File: config.mk
export PLATFORM = sky130hd
export DESIGN_NAME = vga_sync_gen
export DESIGN_NICKNAME = d
export VERILOG_FILES = /design/src/rtl/vga_timing_pkg.sv /design/src/rtl/vga_sync_gen_wrap_counter.sv /design/src/rtl/vga_sync_gen.sv
export SDC_FILE = /design/constraint.sdc
export NUM_CORES = 1
export LEC_CHECK = 0
export BUFFER_PORTS_ARGS = -buffer_cell sky130_fd_sc_hd__buf_2
export CELL_PAD_IN_SITES_DETAIL_PLACEMENT = 1
export CELL_PAD_IN_SITES_GLOBAL_PLACEMENT = 1
export CORE_MARGIN = 1
export CORE_UTILIZATION = 30
export CTS_CLUSTER_DIAMETER = 50
export DETAILED_ROUTE_END_ITERATION = 6
export GPL_TIMING_DRIVEN = 0
export PLACE_DENSITY_LB_ADDON = 0.1
export SLEW_MARGIN = 20
export SYNTH_ARGS = -nofsm -noshare
export SYNTH_HDL_FRONTEND = slang
export SYNTH_SLANG_ARGS = --single-unit
File: constraint.sdc
create_clock -name clk -period 3.7 [get_ports clk]
set_clock_uncertainty 0.1 [all_clocks]
set_input_delay 0.74 -clock clk [delete_from_list [all_inputs] [get_ports clk]]
set_output_delay 0.74 -clock clk [all_outputs]
set_load 0.03 [all_outputs]
File: src/rtl/vga_timing_pkg.sv
// ---------------------------------------------------------------------------
// vga_timing_pkg
// Default 640x480@60 VGA timing constants shared by the sync generator.
// Line/frame order is: sync, back porch, active, front porch, with count 0
// being the first sync clock/line. The derived active-window bounds are
// half-open: START <= pos < END.
// ---------------------------------------------------------------------------
package vga_timing_pkg;

  // Horizontal timing, in pixel clocks
  localparam int DEF_H_SYNC   = 96;
  localparam int DEF_H_BP     = 48;
  localparam int DEF_H_ACTIVE = 640;
  localparam int DEF_H_FP     = 16;

  // Vertical timing, in lines
  localparam int DEF_V_SYNC   = 2;
  localparam int DEF_V_BP     = 33;
  localparam int DEF_V_ACTIVE = 480;
  localparam int DEF_V_FP     = 10;

  // Derived totals and visible-window bounds
  localparam int DEF_H_TOTAL     = DEF_H_SYNC + DEF_H_BP + DEF_H_ACTIVE + DEF_H_FP;
  localparam int DEF_V_TOTAL     = DEF_V_SYNC + DEF_V_BP + DEF_V_ACTIVE + DEF_V_FP;
  localparam int DEF_H_ACT_START = DEF_H_SYNC + DEF_H_BP;
  localparam int DEF_H_ACT_END   = DEF_H_ACT_START + DEF_H_ACTIVE;
  localparam int DEF_V_ACT_START = DEF_V_SYNC + DEF_V_BP;
  localparam int DEF_V_ACT_END   = DEF_V_ACT_START + DEF_V_ACTIVE;

  // Counter width: must hold DEF_H_TOTAL-1 and DEF_V_TOTAL-1
  localparam int DEF_CW = 10;

endpackage : vga_timing_pkg

File: src/rtl/vga_sync_gen_wrap_counter.sv
// ---------------------------------------------------------------------------
// wrap_counter
// Enable-gated up counter that returns to 0 after reaching MAX.
//   clk   : clock, rising edge
//   rst   : synchronous active-high reset, count -> 0
//   en    : advance the count this cycle
//   count : current count, 0..MAX
//   wrap  : en && (count == MAX), i.e. the count returns to 0 on this edge
// ---------------------------------------------------------------------------
module wrap_counter #(
  parameter int WIDTH = 10,
  parameter int MAX   = 799
) (
  input  logic             clk,
  input  logic             rst,
  input  logic             en,
  output logic [WIDTH-1:0] count,
  output logic             wrap
);

  localparam logic [WIDTH-1:0] MAX_C = WIDTH'(MAX);

  logic [WIDTH-1:0] count_q;
  logic [WIDTH-1:0] count_d;

  // Next-count selection: hold, increment, or wrap to zero at MAX
  always_comb begin
    count_d = count_q;
    if (en) begin
      if (count_q == MAX_C) begin
        count_d = '0;
      end else begin
        count_d = count_q + WIDTH'(1);
      end
    end else begin
      count_d = count_q;
    end
  end

  // Count register with synchronous reset
  always_ff @(posedge clk) begin
    if (rst) begin
      count_q <= '0;
    end else begin
      count_q <= count_d;
    end
  end

  assign count = count_q;
  assign wrap  = en && (count_q == MAX_C);

endmodule : wrap_counter

File: src/rtl/vga_sync_gen.sv
// ---------------------------------------------------------------------------
// vga_sync_gen
// VGA timing generator: a horizontal pixel counter and a vertical line
// counter, with sync/blank outputs decoded combinationally from the
// registered counters (no extra latency relative to posx/posy).
//   clk     : pixel clock, rising edge
//   rst     : synchronous active-high reset, (posx,posy) -> (0,0)
//   h_sync  : horizontal sync, active low while posx < H_SYNC
//   v_sync  : vertical sync, active low while posy < V_SYNC
//   blank_n : 1 inside the visible window, 0 during blanking
//   sync_n  : composite sync to the DAC, h_sync ^ v_sync
//   posx    : horizontal count, 0..H_TOTAL-1
//   posy    : vertical count, 0..V_TOTAL-1
// ---------------------------------------------------------------------------
module vga_sync_gen
  import vga_timing_pkg::*;
#(
  parameter int H_SYNC   = DEF_H_SYNC,
  parameter int H_BP     = DEF_H_BP,
  parameter int H_ACTIVE = DEF_H_ACTIVE,
  parameter int H_FP     = DEF_H_FP,
  parameter int V_SYNC   = DEF_V_SYNC,
  parameter int V_BP     = DEF_V_BP,
  parameter int V_ACTIVE = DEF_V_ACTIVE,
  parameter int V_FP     = DEF_V_FP,
  parameter int CW       = DEF_CW
) (
  input  logic          clk,
  input  logic          rst,
  output logic          h_sync,
  output logic          v_sync,
  output logic          blank_n,
  output logic          sync_n,
  output logic [CW-1:0] posx,
  output logic [CW-1:0] posy
);

  localparam int H_TOTAL = H_SYNC + H_BP + H_ACTIVE + H_FP;
  localparam int V_TOTAL = V_SYNC + V_BP + V_ACTIVE + V_FP;

  // Decode thresholds as CW-bit unsigned values so every compare is CW-bit
  localparam logic [CW-1:0] H_SYNC_C      = CW'(H_SYNC);
  localparam logic [CW-1:0] V_SYNC_C      = CW'(V_SYNC);
  localparam logic [CW-1:0] H_ACT_START_C = CW'(H_SYNC + H_BP);
  localparam logic [CW-1:0] H_ACT_END_C   = CW'(H_SYNC + H_BP + H_ACTIVE);
  localparam logic [CW-1:0] V_ACT_START_C = CW'(V_SYNC + V_BP);
  localparam logic [CW-1:0] V_ACT_END_C   = CW'(V_SYNC + V_BP + V_ACTIVE);

  logic h_wrap_s;
  logic v_wrap_unused_s;  // end-of-frame pulse, not needed at this level
  logic h_sync_s;
  logic v_sync_s;
  logic h_vis_s;
  logic v_vis_s;

  // Pixel counter runs every clock
  wrap_counter #(
    .WIDTH (CW),
    .MAX   (H_TOTAL - 1)
  ) u_h_cnt (
    .clk   (clk),
    .rst   (rst),
    .en    (1'b1),
    .count (posx),
    .wrap  (h_wrap_s)
  );

  // Line counter advances only on the last pixel of each line, so both
  // counters wrap together at the end of the frame
  wrap_counter #(
    .WIDTH (CW),
    .MAX   (V_TOTAL - 1)
  ) u_v_cnt (
    .clk   (clk),
    .rst   (rst),
    .en    (h_wrap_s),
    .count (posy),
    .wrap  (v_wrap_unused_s)
  );

  // Sync and blanking decode from the current counter values
  always_comb begin
    h_sync_s = (posx < H_SYNC_C) ? 1'b0 : 1'b1;
    v_sync_s = (posy < V_SYNC_C) ? 1'b0 : 1'b1;
    h_vis_s  = (posx >= H_ACT_START_C) && (posx < H_ACT_END_C);
    v_vis_s  = (posy >= V_ACT_START_C) && (posy < V_ACT_END_C);
  end

  assign h_sync  = h_sync_s;
  assign v_sync  = v_sync_s;
  assign blank_n = h_vis_s & v_vis_s;
  assign sync_n  = h_sync_s ^ v_sync_s;

endmodule : vga_sync_gen

==> flow_metrics.tcl, run 1 <==
set metrics [dict create \
    syn_inst 124 \
    cts_tree "done" \
    p_clk_share_pct 39.0 \
    critPathMaxStageDelay_ps 430 \
    fmax_ghz 0.3227 \
    rows 21 \
    hold_path.class "reg2reg" \
    setup_viol 0 \
    grt_pass1_wl_mm 4.498 \
    wl_mm 2.745 \
    multi_input_area_um2 618.1 \
    core_mm2 0.003390 \
    fin_crit_ps 3099 \
    gp_congestion 0.7273 \
    drive_gt1_share_pct 24.84 \
    synth_flop_cell "dfxtp_1" \
    critPathLaunchType "flip-flop" \
    hold_viol 0 \
    yosys_warnings 0 \
    cpMaxStageDelayCell "or4_1" \
    drc 0 \
    rsz0062_at_grt "false" \
    yosysTopAreaCellShare_pct 37.04 \
    met1_usage_pct 21.98 \
    totalPowerFinal_mw 0.4679 \
    final_cell_mix "buf_2, dfxtp_1, nor2_1" \
    cts_buffer_depth 2 \
    ys_types 36 \
    grt_max_degree 13 \
    synth.area.top_cells "dfxtp_1, xor2_1, nor2_1, ha_1, nand4_1" \
    antenna_found_initial 0 \
    dr.pass1.iters 4 \
    cts_buffers 3 \
    slew_viol_final 0 \
    num-nets-final 160 \
    ioPinCount 26 \
    relSlewSlack_pct 74.42 \
    wire_per_inst_um 13.79 \
    fp.dieH_um 62.03 \
    crit_chain "ha_1 > or4_1 > a2111oi_0 > o21bai_1 > o311a_1 > buf_2" \
    power.density_mw_per_mm2 355.5 \
    ctsResizeCount 0 \
    finalWorstSetupSlack_ps 601.5 \
    p_comb_share_pct 13.0 \
    vias_per_cell 5.176 \
    yosys_register_bits 20 \
    syn2layout_area_growth_pct 21.76 \
    power.switching_mw 0.1157 \
    cts.sinks 20 \
    clk_latency_ps 310 \
    grt_pass1_vias 967 \
    die_w_um 62.03 \
    fp.dieArea_mm2 0.003848 \
    grt-ovfl-total 0 \
    synth_area_mm2 0.001081 \
    syn_avg_cell_area_um2 8.718 \
    yosysTopAreaCell "dfxtp_1" \
    final_util_pct 38.83 \
    power_switching_share_pct 24.73 \
    path_clk_slew_ps 120 \
    top_usage_layer "met2" \
    p_int_mw 0.3522 \
    finalCritPeriodShare_pct 83.74 \
    n_antenna_cell 0 \
    cp-end-kind "output pin" \
    dr.first_iter.drc_count 33 \
    grt.met2_usage_pct 24.77 \
    outcome "finished, final reports clean" \
    vias 1030 \
    cp_max_fo 6 \
    met3_usage_pct 2.484 \
    finalSetupTns_ps 0 \
    critPathKind "reg2out" \
    cts_hold_buf 0 \
    start_util_pct 31.89 \
    cp.arrival_ps 2260 \
    post-place-ws_ps 954.3 \
    cts-root-buf "clkbuf_4" \
    irDropWorstVdd_mv 0.1281 \
    layout_commonest_cell "buf_2" \
    syn-num-nets 130 \
    numPortBuffers 25 \
    power_leakage_nw 0.5916 \
    postCtsSetupRepairBufs 0 \
    final.fill_count 412 \
    dp_hpwl_mm 2.092 \
    tightest_slew_ps 374.0 \
    synth-async-reset-ratio_pct 0 \
    p_seq_share_pct 48.0 \
    drv_cap 0 \
    grt_usage_pct 16.11 \
    seqCellArea_um2 400.4 \
    synth_edf_count 0 \
    htree_levels 1 \
    synth-seq-area-share_pct 37.04 \
    critPathRequiredTime_ps 2860 \
    antenna_left 0 \
]
-- cell usage after synthesis (2+ instances only) --
cell type and number:
nand2b_1 2, nor4_1 2, nor3_1 5, ha_1 4
and4_1 2, or3_1 5, inv_1 6, xor2_1 8
or4_1 3, nand2_1 3, dfxtp_1 20, buf_6 2
a21oi_1 4, xnor2_1 3, and3_1 2, nor2_1 15
nand3_1 8, nand4_1 7, o21ai_0 4, and2_1 3
-- metal layers --
| layer | share of wire [%] | vias to the layer above | wire (µm) |
|---|---|---|---|
| met5 | 0 | - | 0 |
| met4 | 1.9 | 0 | 51 |
| met3 | 3.8 | 4 | 105 |
| met2 | 44 | 19 | 1217 |
| met1 | 50 | 498 | 1371 |
| li1 | - | 509 | - |
-- registers in the layout (all words and copies together), names as in the netlist --
signal and cells:
u_v_cnt.count 10, u_h_cnt.count 10
-- critical path, delay by kind of cell (launching register included) --
kind                       cells  cell delay (ps)
buffers and inverters          1              180
DFF                            1              380
AOI/OAI and AO/OA              3              680
and+or+nand+nor                1              430
adders and majority gates      1              260
-- area by class of cell --
class | count | share of cell area [%]
Multi-Input combinational cell | 94 | 46.96
Sequential cell | 20 | 30.42
Timing Repair Buffer | 25 | 9.506
Tap cell | 46 | 4.373
Buffer | 4 | 3.042
Clock inverter | 1 | 2.281
Clock buffer | 3 | 1.711
Inverter | 6 | 1.711
-- per-stage QoR --
| stage | area [µm²] | hold slack (ps) | cells |
|---|---|---|---|
| after floorplan | 1081 | 482.8 | 124 |
| final | 1316 | 411.4 | 199 |
| after CTS | 1316 | 418.0 | 199 |
| after global placement | 1264 | 370.6 | 195 |
| after detailed placement | 1264 | 386.2 | 195 |
| after global routing | 1316 | 467.4 | 199 |
-- cell families (layout without fill, tap and decap cells) --
group	after synthesis	after routing	share of synthesized area (%)
xor gates and xnor gates	11	11	8.913
muxes	1	1	0.9260
AOI/OAI and AO/OA	17	17	11.11
buffers and inverters	10	39	5.786
adders and majority gates	4	4	4.630
DFF	20	20	37.04
and+or+nand+nor	61	61	31.60
-- power by group through the flow --
| stage | registers [mW] | clock network (mW) | logic (mW) |
|---|---|---|---|
| after floorplan | 0.239 | 0 | 0.0357 |
| after global placement | 0.229 | 0 | 0.0604 |
| after detailed placement | 0.230 | 0 | 0.0614 |
| after CTS | 0.225 | 0.187 | 0.0617 |
| after global routing | 0.226 | 0.196 | 0.0668 |
| final | 0.225 | 0.183 | 0.0606 |
-- path summary, 6_finish.rpt --
check	start	end	slack (ps)	cells after the start
worst min register to register	u_h_cnt.count[0]	u_h_cnt.count[0]	410	1
worst max-delay path	u_v_cnt.count[0]	blank_n	600	6
worst min-delay path	u_h_cnt.count[0]	u_h_cnt.count[0]	410	1
worst max register to register	u_h_cnt.count[0]	u_v_cnt.count[6]	1540	5
Power figures use the tool's default switching activity.
==> run 2, diff against run 1 <==
--- a/config.mk
+++ b/config.mk
@@ -5,6 +5,7 @@
 export SDC_FILE = /design/constraint.sdc
 export NUM_CORES = 1
 export LEC_CHECK = 0
+export ABC_AREA = 1
 export BUFFER_PORTS_ARGS = -buffer_cell sky130_fd_sc_hd__buf_2
 export CELL_PAD_IN_SITES_DETAIL_PLACEMENT = 1
 export CELL_PAD_IN_SITES_GLOBAL_PLACEMENT = 1
==> constraint.sdc (replaced) <==
create_clock -name clk -period 2.7 [get_ports clk]
set_clock_uncertainty 0.1 [all_clocks]
set_input_delay 0.54 -clock clk [delete_from_list [all_inputs] [get_ports clk]]
set_output_delay 0.54 -clock clk [all_outputs]
set_load 0.03 [all_outputs]
==> run 2 against run 1 <==
Synthesized cell count grew 46%. Non-clock buffer count shrank 3. Largest cell class unchanged. Core utilization shrank 0.065 points. Sequential cell count is the same. Critical endpoint unchanged. Final area grew 12%. Setup slack lost 210 ps. First-iteration DRC count grew 21%. Global-route usage grew 0.19 points.
==> flow_metrics.tcl, run 2 <==
set metrics [dict create \
    outcome "finished, final reports clean" \
    yosysTopAreaCell "dfxtp_1" \
    relSlewSlack_pct 78.56 \
    final_cell_mix "nand2_1, inv_1, nor2_1" \
    synth_xor_area_share_pct 0.7107 \
    finalCritPeriodShare_pct 85.47 \
    layout_commonest_cell "nand2_1" \
    p_clk_share_pct 41.0 \
    numPortBuffers 25 \
    synth_top_family_by_area "simple AND/OR/NAND/NOR gates" \
    p_seq_share_pct 53.1 \
    yosys_warnings 0 \
    syn_inst 181 \
    drv_cap 0 \
    cts_hold_buf 0 \
    tightest_slew_ps 320.4 \
    ctsResizeCount 0 \
    crit_chain "ha_1 > inv_1 > nand3_1 > a21oi_1 > nor3_1 > buf_2" \
    cts-root-buf "clkbuf_8" \
    core_mm2 0.003799 \
    wl_mm 3.253 \
    path_clk_slew_ps 80 \
    yosys.area_share.simple_pct 43.55 \
    cts_tree "done" \
    synth-seq-area-share_pct 32.49 \
    n_antenna_cell 0 \
    fmax_ghz 0.4333 \
    yosys_register_bits 20 \
    slew_viol_final 0 \
    syn-num-nets 187 \
    gp_congestion 0.7630 \
    grt_usage_pct 16.30 \
    num-nets-final 217 \
    p_comb_share_pct 5.9 \
    final_cell_area_mm2 0.001473 \
    synth_mux_area_share_pct 0 \
    syn2layout_area_growth_pct 19.49 \
    postCtsSetupRepairBufs 0 \
    yosysTopAreaCellShare_pct 32.49 \
    power.density_mw_per_mm2 387.4 \
    synth_flop_cell "dfxtp_1" \
    start_util_pct 32.44 \
    cts.sinks 20 \
    critPathRequiredTime_ps 2060 \
    synthMostInstantiatedCell "nand2_1" \
    wire_per_inst_um 12.61 \
    setup_viol 0 \
    rows 22 \
    vias_per_cell 4.911 \
    irDropWorstVdd_mv 0.1705 \
    drive_gt1_share_pct 23.81 \
    wl_met3_um 62 \
    synth_edf_count 0 \
    grt-ovfl-total 0 \
    power_switching_share_pct 23.08 \
    synth.area.top_cells "dfxtp_1, nand2_1, inv_1, nor2_1, nand3_1" \
    cp.arrival_ps 1670 \
    finalSetupTns_ps 0 \
    antenna_found_initial 0 \
    top_layer_used "met4" \
    critPathKind "reg2out" \
    hold_viol 0 \
    dr.pass1.iters 4 \
    cts_buffer_depth 2 \
    fp.dieH_um 66.10 \
    dr_wl_met2_mm 1.743 \
    cp_max_fo 5 \
    grt_pass1_vias 1272 \
    cpMaxStageDelayCell "dfxtp_1" \
    rsz0062_at_grt "false" \
    die_w_um 66.10 \
    fin_crit_ps 2308 \
    hold_path.class "reg2reg" \
    critPathLaunchType "flip-flop" \
    cts_buffers 3 \
    clk_latency_ps 260 \
    synthAdderAreaFrac_pct 4.061 \
    antenna_left 0 \
    power.switching_mw 0.1317 \
    htree_levels 1 \
    grt_max_degree 12 \
    dr.first_iter.drc_count 40 \
    yosys-top-cells-count "nand2_1, inv_1, nor2_1, dfxtp_1, nand3_1" \
    p_int_mw 0.4388 \
    fp.dieArea_mm2 0.004369 \
    synth_compound_area_share_pct 9.442 \
    drc 0 \
    grt_pass1_wl_mm 5.451 \
    synth-async-reset-ratio_pct 0 \
    post_dp_cell_area_mm2 0.001418 \
    dp_hpwl_mm 2.591 \
    ys_types 25 \
    ioPinCount 26 \
    final.fill_count 511 \
    wl_met1_mm 1.399 \
    power_leakage_nw 0.6965 \
    critPathMaxStageDelay_ps 400 \
    syn_avg_cell_area_um2 6.809 \
    holdWs_ps 389.7 \
    cp-end-kind "output pin" \
    vias 1267 \
    synth_area_mm2 0.001232 \
]
-- run 2: cell count changes after synthesis, sizes merged, moves of 5 or more --
cell | previous run | this run
nor2 | 15 | 31
o21ai | 4 | 9
or4 | 5 | 0
nand3 | 8 | 19
nand2 | 3 | 42
inv | 6 | 29
a21oi | 4 | 9
or3 | 5 | 0
xor2 | 8 | 1
-- run 2: area by class of cell --
class / instances / area (µm²) / area share (%)
clock buffer: 4 / 55.05 / 3.738
sequential: 20 / 400.4 / 27.19
tap: 48 / 60.06 / 4.078
buffer: 1 / 11.26 / 0.7647
timing repair buffer: 25 / 125.1 / 8.496
inverter: 29 / 108.9 / 7.392
multi-input combinational: 131 / 711.9 / 48.34
-- run 2: power by group through the flow --
| stage | clock, mW | sequential [mW] | combinational, mW |
|---|---|---|---|
| after floorplan | 0 | 0.316 | 0.0167 |
| after global placement | 0 | 0.309 | 0.0333 |
| after detailed placement | 0 | 0.310 | 0.0343 |
| after CTS | 0.248 | 0.303 | 0.0345 |
| after global routing | 0.261 | 0.303 | 0.0375 |
| final | 0.234 | 0.303 | 0.0338 |
-- run 2: final timing paths --
kind	from	end	slack [ps]	depth (start not counted)
worst max-delay path	u_v_cnt.count[1]	blank_n	390	6
worst min-delay path	u_h_cnt.count[0]	u_h_cnt.count[0]	390	1
worst max register to register	u_h_cnt.count[0]	u_v_cnt.count[9]	1030	8
worst min register to register	u_h_cnt.count[0]	u_h_cnt.count[0]	390	1
-- run 2: cells by family (layout without fill, tap and decap cells) --
group,count (synthesis),count (layout)
xor gates and xnor gates,1,1
buffers and inverters,30,59
AOI/OAI and AO/OA,20,20
DFF,20,20
and+or+nand+nor,106,106
adders and majority gates,4,4
-- run 2: worst max-delay path: cells and delay by family (launching register included) --
kind | cells | cell delay, ps
flip-flops | 1 | 400
buffers and inverters | 2 | 360
AND/OR/NAND/NOR | 2 | 310
adder cells (fa/ha/maj) | 1 | 270
AO/OA/AOI/OAI | 1 | 60
-- run 2: metal layers --
layer | global-route usage [%] | vias to the layer above
met2 | 31.76 | 17
met5 | 0 | -
met3 | 2.586 | 4
met1 | 17.48 | 608
li1 | - | 638
met4 | 5.319 | 0
-- run 2: metrics by stage --
stage	total power, mW	setup WS (ps)	util [%]	std cells
global placement	0.3426	649.9	37.32	254
floorplan	0.3331	299.2	-	181
detailed placement	0.3443	649.5	37.32	254
CTS	0.5858	341.1	38.77	258
finish	0.5705	392.2	38.77	258
global route	0.6017	232.9	38.77	258
==> run 3, diff against run 2 <==
==> constraint.sdc (replaced) <==
create_clock -name clk -period 2.2 [get_ports clk]
set_clock_uncertainty 0.1 [all_clocks]
set_input_delay 0.44 -clock clk [delete_from_list [all_inputs] [get_ports clk]]
set_output_delay 0.44 -clock clk [all_outputs]
set_load 0.03 [all_outputs]
==> run 3 against run 2 <==
Via count shrank 0.95%. Count of clock-buffer cells in the layout unchanged. Largest cell class unchanged. Largest power group unchanged. Clock power is 24% higher. Critical path depth stayed put. Non-clock buffer count did not move. Die area unchanged. Highest routed layer unchanged. Final area is 2.1% higher.
==> flow_metrics.tcl, run 3 (synthesized netlist as in run 2, its figures left out) <==
set metrics [dict create \
    fp.dieH_um 66.10 \
    n_antenna_cell 0 \
    cts-root-buf "clkbuf_8" \
    grt_usage_pct 16.27 \
    wl_mm 3.249 \
    slew_viol_final 0 \
    core_mm2 0.003799 \
    cts.sinks 20 \
    cts_buffers 3 \
    wire_per_inst_um 12.59 \
    critPathKind "reg2out" \
    final_cell_area_mm2 0.001504 \
    grt-ovfl-total 0 \
    crit_chain "ha_4 > inv_1 > nand3_1 > a21oi_1 > nor3_2 > clkbuf_4" \
    irDropWorstVdd_mv 0.3101 \
    critPathMaxStageDelay_ps 420 \
    antenna_found_initial 0 \
    path_clk_slew_ps 80 \
    startpoint "u_v_cnt.count[0]" \
    power.density_mw_per_mm2 466.5 \
    multi_input_area_um2 739.5 \
    ioPinCount 26 \
    clk_latency_ps 260 \
    outcome "finished, final reports clean" \
    worst-path-buf-inv 2 \
    totalPowerFinal_mw 0.7015 \
    numPortBuffers 25 \
    critPathLaunchType "flip-flop" \
    hold_path.class "in2reg" \
    post_dp_cell_area_mm2 0.001430 \
    num-nets-final 217 \
    fp.dieArea_mm2 0.004369 \
    cp-end-kind "output pin" \
    final.fill_count 510 \
    cts_buffer_depth 2 \
    vias_per_cell 4.864 \
    postCtsSetupRepairBufs 0 \
    antenna_left 0 \
    regToRegStartpoint "u_h_cnt.count[0]" \
    finalSetupTns_ps 0 \
    cts_tree "done" \
    dp.cells 254 \
    cp_top_family "flip-flops" \
    rows 22 \
    rsz0062_at_grt "false" \
    finalCritPeriodShare_pct 94.72 \
    fmax_ghz 0.4799 \
    syn2layout_area_growth_pct 22.03 \
    htree_levels 1 \
    grt_pass1_wl_mm 5.471 \
    power_leakage_nw 0.6938 \
    tightest_slew_ps 306.0 \
    met3_usage_pct 4.310 \
    drv_cap 0 \
    dp_hpwl_mm 2.561 \
    drive_gt1_share_pct 26.19 \
    cp.arrival_ps 1540 \
    fin_crit_ps 2084 \
    min_from "rst" \
    drc 0 \
    seqCellArea_um2 401.6 \
    grt.met2_usage_pct 30.48 \
    holdWs_ps 339.3 \
    grt_pass1_vias 1253 \
    start_util_pct 32.44 \
    layout_commonest_cell "nand2_1" \
    met1_usage_pct 17.81 \
    cpMaxStageDelayCell "dfxtp_1" \
    final_cell_mix "nand2_1, inv_1, nor2_1" \
    gp_congestion 0.7769 \
    fin_cells 258 \
    setup_viol 0 \
    critPathRequiredTime_ps 1660 \
    dr.first_iter.drc_count 37 \
    cp_max_fo 5 \
    grt_max_degree 12 \
    top_usage_layer "met2" \
    vias 1255 \
    hold_viol 0 \
    die_w_um 66.10 \
    relSlewSlack_pct 79.53 \
    dr.pass1.iters 4 \
]
## run 3: worst paths after layout
kind,end,depth (start not counted),slack [ps]
hold / removal,u_v_cnt.count[6],2,340
hold reg to reg,u_h_cnt.count[0],1,380
setup / recovery,blank_n,6,120
setup reg to reg,u_v_cnt.count[1],7,550
## run 3: repair_timing
item                       CTS  global route
gates resized for setup      1             4
hold buffers                 0             0
setup endpoints to repair    1             2
## run 3: power by group
| part | switching (mW) | internal, mW | leakage, nW |
|---|---|---|---|
| logic | 0.0282 | 0.0132 | 0.503 |
| registers | 0.00485 | 0.366 | 0.162 |
| clock network | 0.130 | 0.160 | 0.0288 |
## run 3: metrics by stage
step                      setup WS (ps)  util, %
after detailed placement          281.9    37.65
after global routing              3.760    39.59
after floorplan                   89.78        -
after CTS                         30.01    39.16
after global placement            290.5    37.65
final                             116.1    39.59
## run 3: worst reg2reg max path: cells and delay by family, from the launching register on
| family | cells | cell delay, ps |
|---|---|---|
| AND/OR/NAND/NOR | 4 | 580 |
| AO/OA/AOI/OAI | 1 | 70 |
| adder cells (fa/ha/maj) | 1 | 240 |
| buffers and inverters | 1 | 170 |
| flip-flops | 1 | 390 |
## run 3: area by class of cell
type | count | area share, %
Sequential cell | 20 | 26.71
Buffer | 1 | 0.7488
Inverter | 29 | 7.238
Timing Repair Buffer | 25 | 8.486
Clock buffer | 4 | 3.661
Tap cell | 48 | 3.993
Multi-Input combinational cell | 131 | 49.17
## run 3: per-layer routing
| metal | vias to the layer above | share of wire (%) |
|---|---|---|
| met2 | 19 | 52 |
| met4 | 0 | 1.3 |
| met1 | 600 | 44 |
| met5 | - | 0 |
| met3 | 4 | 3.4 |
| li1 | 632 | - |
